<file path="config.mk">
export PLATFORM = sky130hd
export DESIGN_NAME = ds_link_rx_flat
export DESIGN_NICKNAME = d
export VERILOG_FILES = /design/src/rtl/ds_link_rx_if.sv /design/src/rtl/ds_link_rx.sv /design/src/flat_wrapper.sv
export SDC_FILE = /design/constraint.sdc
export NUM_CORES = 1
export LEC_CHECK = 0
export CAP_MARGIN = 10
export CORE_ASPECT_RATIO = 1.75
export CORE_MARGIN = 2
export CORE_UTILIZATION = 65
export CTS_BUF_LIST = sky130_fd_sc_hd__clkbuf_2
export DETAILED_ROUTE_END_ITERATION = 12
export DONT_BUFFER_PORTS = 1
export GPL_ROUTABILITY_DRIVEN = 0
export GPL_TIMING_DRIVEN = 0
export PLACE_DENSITY = 0.93
export SYNTH_ARGS = -nofsm -noshare
export SYNTH_HDL_FRONTEND = slang
export SYNTH_SLANG_ARGS = --single-unit
</file>
<file path="constraint.sdc">
create_clock -name clk -period 5.2 [get_ports clk]
set_input_delay 1.3 -clock clk [delete_from_list [all_inputs] [get_ports clk]]
set_output_delay 1.3 -clock clk [all_outputs]
set_load 0.005 [all_outputs]
</file>
<file path="src/rtl/ds_link_rx_if.sv">
// Receive-side character handshake between the DS link receiver and the node core.
interface ds_link_rx_if;
  logic [8:0] rx_data;
  logic       rx_valid;
  logic       rx_ready;

  modport master (output rx_data, output rx_valid, input rx_ready);
  modport slave  (input rx_data, input rx_valid, output rx_ready);
endinterface

</file>
<file path="src/rtl/ds_link_rx.sv">
// IEEE 1355 data-strobe receiver: bit recovery, NULL alignment, character decode,
// parity/escape/disconnect checking and a single holding register toward the core.
//
// state    | meaning
// SEARCH   | hunting for the first NULL, no character alignment yet
// RUN      | aligned, decoding characters
// ESC_SEEN | ESC received, next character must be FCT to form a NULL
module ds_link_rx #(
  parameter int SYNC_STAGES = 2,
  parameter int DISC_CYCLES = 64
) (
  input  logic         clk,
  input  logic         rst_n,
  input  logic         d_in,
  input  logic         s_in,
  input  logic         err_clr,
  ds_link_rx_if.master rx,
  output logic         fct_pulse,
  output logic         got_null,
  output logic         err_parity,
  output logic         err_esc,
  output logic         err_disc,
  output logic         err_overrun
);

  typedef enum logic [1:0] {SEARCH, RUN, ESC_SEEN} state_t;

  localparam logic [6:0] NULL_PAT = 7'b1110100;
  localparam int TMR_W = $clog2(DISC_CYCLES + 1);
  localparam logic [TMR_W-1:0] DISC_LOAD = TMR_W'(DISC_CYCLES - 1);

  state_t state, state_nx;

  logic [SYNC_STAGES-1:0] d_pipe, s_pipe;
  logic d_sync, s_sync, ds_q, bit_take;
  logic [6:0] win, sh;
  logic [3:0] idx;
  logic p_bit, f_bit, prev_par;
  logic char_last, par_ok;
  logic [1:0] ctrl;
  logic [7:0] data_byte;
  logic null_hit, ld_char, fct_evt, set_par, set_esc, set_disc, set_ovr, link_err;
  logic [8:0] ld_val;
  logic disc_en, disc_hit;
  logic [TMR_W-1:0] disc_tmr;

  assign d_sync    = d_pipe[SYNC_STAGES-1];
  assign s_sync    = s_pipe[SYNC_STAGES-1];
  assign bit_take  = (d_sync ^ s_sync) != ds_q;
  assign char_last = bit_take && (state != SEARCH) && (f_bit ? (idx == 4'd3) : (idx == 4'd9));
  assign par_ok    = prev_par ^ p_bit ^ f_bit;
  // The last bit is still on the wire when the character completes, so decode includes it.
  assign ctrl      = {d_sync, sh[6]};
  assign data_byte = {d_sync, sh};
  assign disc_hit  = disc_en && !bit_take && (disc_tmr == '0);
  assign link_err  = set_par | set_esc | set_disc;
  assign set_ovr   = ld_char && rx.rx_valid && !rx.rx_ready;

  always_ff @(posedge clk or negedge rst_n) begin
    if (!rst_n) state <= SEARCH;
    else        state <= state_nx;
  end

  always_comb begin
    state_nx = state;
    null_hit = 1'b0;
    ld_char  = 1'b0;
    ld_val   = 9'h000;
    fct_evt  = 1'b0;
    set_par  = 1'b0;
    set_esc  = 1'b0;
    set_disc = 1'b0;
    case (state)
      SEARCH: begin
        if (bit_take && ({win[5:0], d_sync} == NULL_PAT)) begin
          null_hit = 1'b1;
          state_nx = RUN;
        end
      end
      RUN, ESC_SEEN: begin
        if (char_last) begin
          if (!par_ok) begin
            set_par  = 1'b1;
            state_nx = SEARCH;
          end else if (state == ESC_SEEN) begin
            if (f_bit && (ctrl == 2'b00)) begin
              state_nx = RUN;
            end else begin
              set_esc  = 1'b1;
              state_nx = SEARCH;
            end
          end else if (!f_bit) begin
            ld_char = 1'b1;
            ld_val  = {1'b0, data_byte};
          end else begin
            case (ctrl)
              2'b00: fct_evt = 1'b1;
              2'b01: begin ld_char = 1'b1; ld_val = 9'h100; end
              2'b10: begin ld_char = 1'b1; ld_val = 9'h101; end
              default: state_nx = ESC_SEEN;
            endcase
          end
        end
      end
      default: state_nx = SEARCH;
    endcase
    if (disc_hit) begin
      set_disc = 1'b1;
      state_nx = SEARCH;
    end
  end

  always_ff @(posedge clk or negedge rst_n) begin
    if (!rst_n) begin
      d_pipe      <= '0;
      s_pipe      <= '0;
      ds_q        <= 1'b0;
      win         <= '0;
      sh          <= '0;
      idx         <= '0;
      p_bit       <= 1'b0;
      f_bit       <= 1'b0;
      prev_par    <= 1'b0;
      got_null    <= 1'b0;
      fct_pulse   <= 1'b0;
      err_parity  <= 1'b0;
      err_esc     <= 1'b0;
      err_disc    <= 1'b0;
      err_overrun <= 1'b0;
      rx.rx_data  <= 9'h000;
      rx.rx_valid <= 1'b0;
      disc_en     <= 1'b0;
      disc_tmr    <= '0;
    end else begin
      d_pipe <= {d_pipe[SYNC_STAGES-2:0], d_in};
      s_pipe <= {s_pipe[SYNC_STAGES-2:0], s_in};
      ds_q   <= d_sync ^ s_sync;

      if (state != SEARCH) win <= '0;
      else if (bit_take)   win <= {win[5:0], d_sync};

      if (bit_take && (state != SEARCH)) begin
        idx <= char_last ? 4'd0 : idx + 4'd1;
        if (idx == 4'd0)      p_bit <= d_sync;
        else if (idx == 4'd1) f_bit <= d_sync;
        else                  sh    <= {d_sync, sh[6:1]};
      end else if (state == SEARCH) begin
        idx <= '0;
      end

      if (null_hit)       prev_par <= 1'b0;
      else if (char_last) prev_par <= f_bit ? ^ctrl : ^data_byte;

      if (link_err)      got_null <= 1'b0;
      else if (null_hit) got_null <= 1'b1;

      fct_pulse <= fct_evt;

      // A freshly raised error must not be lost to a coincident clear.
      if (link_err || set_ovr) begin
        err_parity  <= err_parity  | set_par;
        err_esc     <= err_esc     | set_esc;
        err_disc    <= err_disc    | set_disc;
        err_overrun <= err_overrun | set_ovr;
      end else if (err_clr) begin
        err_parity  <= 1'b0;
        err_esc     <= 1'b0;
        err_disc    <= 1'b0;
        err_overrun <= 1'b0;
      end

      if (ld_char && !set_ovr) begin
        rx.rx_data  <= ld_val;
        rx.rx_valid <= 1'b1;
      end else if (rx.rx_valid && rx.rx_ready) begin
        rx.rx_valid <= 1'b0;
      end

      if (bit_take) begin
        disc_en  <= 1'b1;
        disc_tmr <= DISC_LOAD;
      end else if (set_disc) begin
        disc_en <= 1'b0;
      end else if (disc_en && (disc_tmr != '0)) begin
        disc_tmr <= disc_tmr - TMR_W'(1);
      end
    end
  end

endmodule
</file>
<file path="src/flat_wrapper.sv">
// flat-port wrapper written by rule: the top's interface ports become plain ports
module ds_link_rx_flat 
#(
  parameter int SYNC_STAGES = 2,
  parameter int DISC_CYCLES = 64
)
  (clk, rst_n, d_in, s_in, err_clr, fct_pulse, got_null, err_parity, err_esc, err_disc, err_overrun, rx_rx_data, rx_rx_valid, rx_rx_ready);
  ds_link_rx_if rx_i ();
  input  logic clk;
  input  logic rst_n;
  input  logic d_in;
  input  logic s_in;
  input  logic err_clr;
  output logic fct_pulse;
  output logic got_null;
  output logic err_parity;
  output logic err_esc;
  output logic err_disc;
  output logic err_overrun;
  output wire logic [$bits(rx_i.rx_data)-1:0] rx_rx_data;
  output wire logic [$bits(rx_i.rx_valid)-1:0] rx_rx_valid;
  input wire logic [$bits(rx_i.rx_ready)-1:0] rx_rx_ready;
  assign rx_rx_data = rx_i.rx_data;
  assign rx_rx_valid = rx_i.rx_valid;
  assign rx_i.rx_ready = rx_rx_ready;
  ds_link_rx #(.SYNC_STAGES(SYNC_STAGES), .DISC_CYCLES(DISC_CYCLES)) u_core (.clk(clk), .rst_n(rst_n), .d_in(d_in), .s_in(s_in), .err_clr(err_clr), .rx(rx_i), .fct_pulse(fct_pulse), .got_null(got_null), .err_parity(err_parity), .err_esc(err_esc), .err_disc(err_disc), .err_overrun(err_overrun));
endmodule
</file>
; Word-level counts from Yosys, hierarchy flattened
; Index checks and enable logic that the tools add are counted.
; W data, S select, Z words.
[totals]
ff_bits = 51
in_bits = 6
output_inout_bits = 16
wordCells = 147
[op_classes]
add_sub_neg = 2
eq_ne = 14
n_mux = 61
bitwise_logic = 11
n_reduce_logical = 39
[ops]
columns = cell, count
row1 = $mux W9, 5
row2 = $mux W1, 39
row3 = $mux W7, 3
row4 = $pmux W9 S2, 1
row5 = $reduce_bool A2 Y1, 9
row6 = $mux W2, 7
row7 = $mux W4, 3
row8 = $mux W6, 2
row9 = $logic_and A1 B1 Y1, 11
row10 = $reduce_xor A8 Y1, 1
row11 = $eq A7 B7 Y1 const B, 1
row12 = $logic_not A7 Y1, 1
row13 = $reduce_bool A7 Y1, 1
row14 = $sub A7 B1 Y7 const B, 1
row15 = $ne A3 B1 Y1 const B, 2
row16 = $or A1 B1 Y1, 6
row17 = $reduce_and A3 Y1, 2
row18 = $ne A5 B4 Y1 const B, 1
row19 = $ne A5 B5 Y1 const B, 1
row20 = $add A4 B1 Y4 const B, 1
row21 = $eq A2 B1 Y1 const B, 2
row22 = $eq A2 B2 Y1 const B, 2
row23 = $eq A4 B1 Y1 const B, 1
row24 = $eq A4 B2 Y1 const B, 1
row25 = other kinds (15), 23

; Depth between registers and ports, before layout
[logic_depth]
depth_word = 13
depth_mapped = 8
ltp_nobuf = 7

; Worst setup path before layout
; OpenSTA, ideal clock, no wires.
[synth_timing]
kind = in2reg
start = input rx_rx_ready
end = register u_core.rx.rx_data[0]
setup_ns = 0.096
arrival_time_ns = 2.072
required_time_ns = 5.104
slack_ns = 3.032
path_stages = 5
path_buffers = 1
path_cell_list = nand2b_1 > o2111ai_1 > clkbuf_1 > nand2_1 > o31ai_1
[synth_via]
elab_chain_len = 4
[synth_lines]
columns = element, line_no
row1 = "start, declared", flat_wrapper.sv:22  ; input wire logic [$bits(rx_i.rx_ready)-1:0] rx_rx_ready;
row2 = $logic_not A1 Y1, ds_link_rx.sv:57  ; assign set_ovr = ld_char && rx.rx_valid && !rx.rx_ready;
row3 = $logic_and A1 B1 Y1, ds_link_rx.sv:57
row4 = $logic_not A1 Y1, ds_link_rx.sv:172  ; if (ld_char && !set_ovr) begin
row5 = $logic_and A1 B1 Y1, ds_link_rx.sv:172
row6 = "end signal, assigned", ds_link_rx.sv:173  ; rx.rx_data <= ld_val;
row7 = "end, declared", ds_link_rx_if.sv:7  ; modport master (output rx_data, output rx_valid, input rx_ready);
; No other way between the ends.
; A chain may end at the register's enable or synchronous reset.

; Worst setup path after layout
[layout_timing]
start = register u_core.d_pipe[1]
end = register u_core.rx.rx_data[3]
[layout_via]
elab_chain_len = 12
elab_cells_between_ends = 19
cone_classes = 3 x eq/ne / 8 x mux / 1 x bitwise / 7 x reduce/logical
[layout_lines]
columns = element, line_no
row1 = "start, declared", ds_link_rx.sv:34  ; logic [SYNC_STAGES-1:0] d_pipe, s_pipe;
row2 = "start signal, assigned", ds_link_rx.sv:135  ; d_pipe <= {d_pipe[SYNC_STAGES-2:0], d_in};
row3 = $eq A2 B1 Y1 or $eq A2 B2 Y1 (tied branches), ds_link_rx.sv:96  ; case (ctrl)
row4 = $reduce_or A2 Y1 (no line), --
row5 = $mux W1, ds_link_rx.sv:96
row6 = $mux W1, ds_link_rx.sv:92  ; end else if (!f_bit) begin
row7 = $mux W1, ds_link_rx.sv:85  ; end else if (state == ESC_SEEN) begin
row8 = $mux W1, ds_link_rx.sv:82  ; if (!par_ok) begin
row9 = $mux W1, ds_link_rx.sv:81  ; if (char_last) begin
row10 = $mux W1, ds_link_rx.sv:73  ; case (state)
row11 = $logic_and A1 B1 Y1 (2 in series), ds_link_rx.sv:57
row12 = $logic_not A1 Y1, ds_link_rx.sv:172
row13 = $logic_and A1 B1 Y1, ds_link_rx.sv:172
; Several ways; a longest one is shown, not always the timed one.

==> summary.txt <==
Synth
  • Post-synth top area share: 49.2%
  • Cell area after synthesis: 2590 um2
  • Number of different library cells in the post-synthesis netlist: 44
  • Cell accounting for the most synthesized area: sky130_fd_sc_hd__dfrtp_1
  • Top cell types by occurrence after synthesis: sky130_fd_sc_hd__dfrtp_1 (51), sky130_fd_sc_hd__nand2_1 (51), sky130_fd_sc_hd__a21oi_1 (15)
  • Number of enable-type register cells in the synthesized netlist: 0
  • Gate count after technology mapping: 257
  • Flip-flop and latch count after synthesis: between 50 and 60
  • Average cell area after synthesis: about 10 um2
  • Sequential-to-total area share from yosys stat: 49.2%
  • Main flop type after synthesis: sky130_fd_sc_hd__dfrtp_1
  • Post-synthesis net count: 276
  • Dominant cells by area after synthesis: sky130_fd_sc_hd__dfrtp_1 (49%), sky130_fd_sc_hd__nand2_1 (7.4%), sky130_fd_sc_hd__ha_1 (6.3%)
  • Share of async-settable or async-resettable flops after synthesis: 100%
  • Count of warnings emitted by yosys: 0

Worst setup path
  • Reg2Reg Launch Point: u_core.d_pipe[1]
  • CP max FO: 10
  • End point of the critical path: u_core.rx.rx_data[3]
  • Series of cell instances along the critical path: buf_4 -> xnor3_2 -> a2111oi_4 -> o2111ai_1 -> clkbuf_1 -> nand2_1 -> o21ai_0
  • Setup crit end kind: flop
  • Dominant delay contributor by cell family on the critical path: compound AO/OA/AOI/OAI gates
  • Critical path launch point type: flop
  • Worst-case register-to-register setup slack: around 2600 ps
  • Depth of the critical timing path with buffers and inverters included: 7
  • Worst setup path startpoint: u_core.d_pipe[1]
  • Number of buffers and inverters on the critical path: 2
  • Setup Crit Path Kind: reg2reg
  • Biggest cell delay along the critical path: roughly 540 ps
  • CP max-delay cell: sky130_fd_sc_hd__xnor3_2
  • Worst flop-to-flop path endpoint: u_core.rx.rx_data[3]
  • Req. time, crit path: 5530 ps
  • Worst reg2reg path depth: 7
  • Arrival @ worst endpoint: 2970 ps

Clock tree
  • Sinks on Clock Net: between 50 and 60
  • Number of H-tree levels: 2
  • Buffer depth of the longest clock path: 2
  • Setup bufs post-CTS: 0
  • Post-CTS sizing: 0
  • Latest clock arrival within the worst-skew pair: approximately 440 ps
  • Clock-pin transition on the worst setup and hold timing paths: 230 ps
  • Inserted Clock Buffers: 5
  • Clock tree from TritonCTS: built
  • CTS root buf: sky130_fd_sc_hd__clkbuf_2
  • # hold bufs at CTS: 0

Timing
  • Final Skew: 15.7 ps
  • Final total negative setup slack: 0 ps
  • Number of max-slew violations in the final report: 0
  • Final period demand of the worst path: around 2600 ps
  • Setup violation total in the final timing report: 0
  • Share of the clock period used by the worst path: between 50% and 60%
  • Min setup slack post-route: 2560 ps
  • Worst Tran Pin Value: 617 ps
  • Final Hold Fails: 0
  • Setup repair after global routing missed its margin: no
  • Highest achievable clock rate: around 380 MHz
  • Max transition margin: between 50% and 60%

Detailed routing
  • Post-DR vias/cell: 5.98
  • Number of DRC violations after detailed routing: 0
  • DRC marker count from the first detailed-route iteration: ~60
  • Via count: 1871
  • Final ANT Viol Nets: 0
  • Router iterations before antenna repair: 4
  • Final routed wire length divided by cell count: 15.7 um
  • Total routed wirelength: 4910 um

Place
  • Number of buffers added on ports: 0
  • Worst setup slack after placement: 2570 ps
  • HPWL reported at the end of detailed placement: 3780 um

Layout
  • Sequential standard cell area: 1280 um2
  • Multi-input gate area: 1240 um2
  • Layout fillers: 288
  • Layout overhead on the synthesized area: 3.86%
  • Fraction of layout cells with a size suffix above 1: slightly above 8%
  • Number of antenna cells inserted: 0
  • Layout net count: 283

GRT
  • Overflow left after global routing: 0
  • Pin count of the biggest net entering global routing: 52
  • Global-route wire length before repair: between 8000 and 9000 um
  • Initial antenna violation count: 0
  • Overall fraction of global-route tracks in use: 24.9%
  • Number of global-route vias before repair: slightly below 2k

Die
  • Std-Cell Rows: 30
  • Floorplan die height: 87.5 um
  • Horizontal extent of the die: about 52 um
  • Initial standard-cell utilization of the core: 67.1%
  • Die Outline Area: 4530 um2
  • Boundary Pins: 22
  • Core Box Area: just under 4000 um2

Run status
  • Status: completed

Power and ir drop
  • Power per Cell Area: 375 nW/um2
  • Static leakage: between 1 and 1.5 nW
  • Peak supply drop: 0.293 mV

Flow run
  • Max-capacitance violation count: 0

Min path
  • Class of the most critical hold timing path: reg2reg
## stage by stage
stage	instance area (um2)	hold WS (ps)	instances	util (%)	total power [mW]
floorplan	2590	331	257	-	0.774
global placement	2650	334	305	68.6	0.837
detailed placement	2650	335	305	68.6	0.860
CTS	2690	382	313	69.6	1.01
global route	2690	396	313	69.6	1.07
finish	2690	377	313	69.6	1.01
## worst min-delay path by stage
| stage | start | end | slack [ps] | cells after the start |
|---|---|---|---|---|
| 3_3_place_gp | u_core.s_pipe[0] | u_core.s_pipe[1] | 330 | 0 |
| 6_report | u_core.s_pipe[0] | u_core.s_pipe[1] | 380 | 0 |
| 3_5_place_dp | u_core.s_pipe[0] | u_core.s_pipe[1] | 330 | 0 |
| 5_1_grt | u_core.d_pipe[0] | u_core.d_pipe[1] | 400 | 0 |
| 2_1_floorplan | u_core.d_pipe[0] | u_core.d_pipe[1] | 330 | 0 |
| 4_1_cts | u_core.s_pipe[0] | u_core.s_pipe[1] | 380 | 0 |
## power by group
group	internal (mW)	switching, mW
clock	0.0366	0.117
combinational	0.148	0.208
sequential	0.445	0.0543
total	0.629	0.380
## cell usage in the layout, fill, tap and decap left out, types with 2 or more instances in the layout
master,synthesis,layout
sky130_fd_sc_hd__nor4_1,2,2
sky130_fd_sc_hd__clkbuf_1,6,6
sky130_fd_sc_hd__clkbuf_2,0,7
sky130_fd_sc_hd__nand2b_1,3,3
sky130_fd_sc_hd__xnor2_1,6,6
sky130_fd_sc_hd__nor2b_1,2,2
sky130_fd_sc_hd__dfrtp_1,51,51
sky130_fd_sc_hd__xnor3_1,2,2
sky130_fd_sc_hd__or3_1,3,3
sky130_fd_sc_hd__or3b_1,2,2
sky130_fd_sc_hd__inv_1,12,12
sky130_fd_sc_hd__nand3_1,4,4
sky130_fd_sc_hd__o31ai_1,3,3
sky130_fd_sc_hd__o21ai_0,11,11
sky130_fd_sc_hd__nor3_1,5,5
sky130_fd_sc_hd__a21oi_1,15,15
sky130_fd_sc_hd__nand3b_1,3,3
sky130_fd_sc_hd__or4_1,2,2
sky130_fd_sc_hd__nand2_1,51,51
sky130_fd_sc_hd__o211ai_1,3,3
sky130_fd_sc_hd__o21ai_1,2,2
sky130_fd_sc_hd__o2111ai_1,3,3
sky130_fd_sc_hd__mux2_2,7,7
sky130_fd_sc_hd__and3_1,6,6
sky130_fd_sc_hd__nand4b_1,2,2
sky130_fd_sc_hd__xor2_1,6,6
sky130_fd_sc_hd__ha_1,13,13
sky130_fd_sc_hd__o211a_1,2,2
sky130_fd_sc_hd__nor2_1,14,14
## cell families after synthesis
| group | count (synthesis) | share of synthesized area [%] |
|---|---|---|
| adder cells (fa/ha/maj) | 13 | 6.27 |
| multiplexers | 8 | 3.43 |
| AND/OR/NAND/NOR | 103 | 19.1 |
| XOR/XNOR | 15 | 6.71 |
| AO/OA/AOI/OAI | 47 | 12.2 |
| buffers and inverters | 20 | 3.09 |
| flip-flops | 51 | 49.2 |
## state kept, by name (all words and copies together), names as in the netlist, 2 cells and up
signal / count
u_core.disc_tmr: 7
u_core.idx: 4
u_core.state: 2
u_core.d_pipe: 2
u_core.sh: 7
u_core.rx.rx_data: 9
u_core.win: 6
u_core.s_pipe: 2
## final cells by class
cell class              instances  area share [%]
multi-input cells             186            45.9
inverters                      12            1.67
well taps                      48            2.23
clock buffers                   7            1.30
flip-flops and latches         51            47.4
plain buffers                   8            1.30
clock inverters                 1           0.186
## layer usage
layer	global-route usage [%]	up-vias	share of wire, %	wire [um]
met1	23.5	925	35	1730
met5	0	-	0	0
li1	-	904	-	-
met2	46.2	32	60	2950
met4	16.0	0	2.3	112
met3	5.80	10	2.3	113
Note: power is estimated with default switching activity, not from simulation.
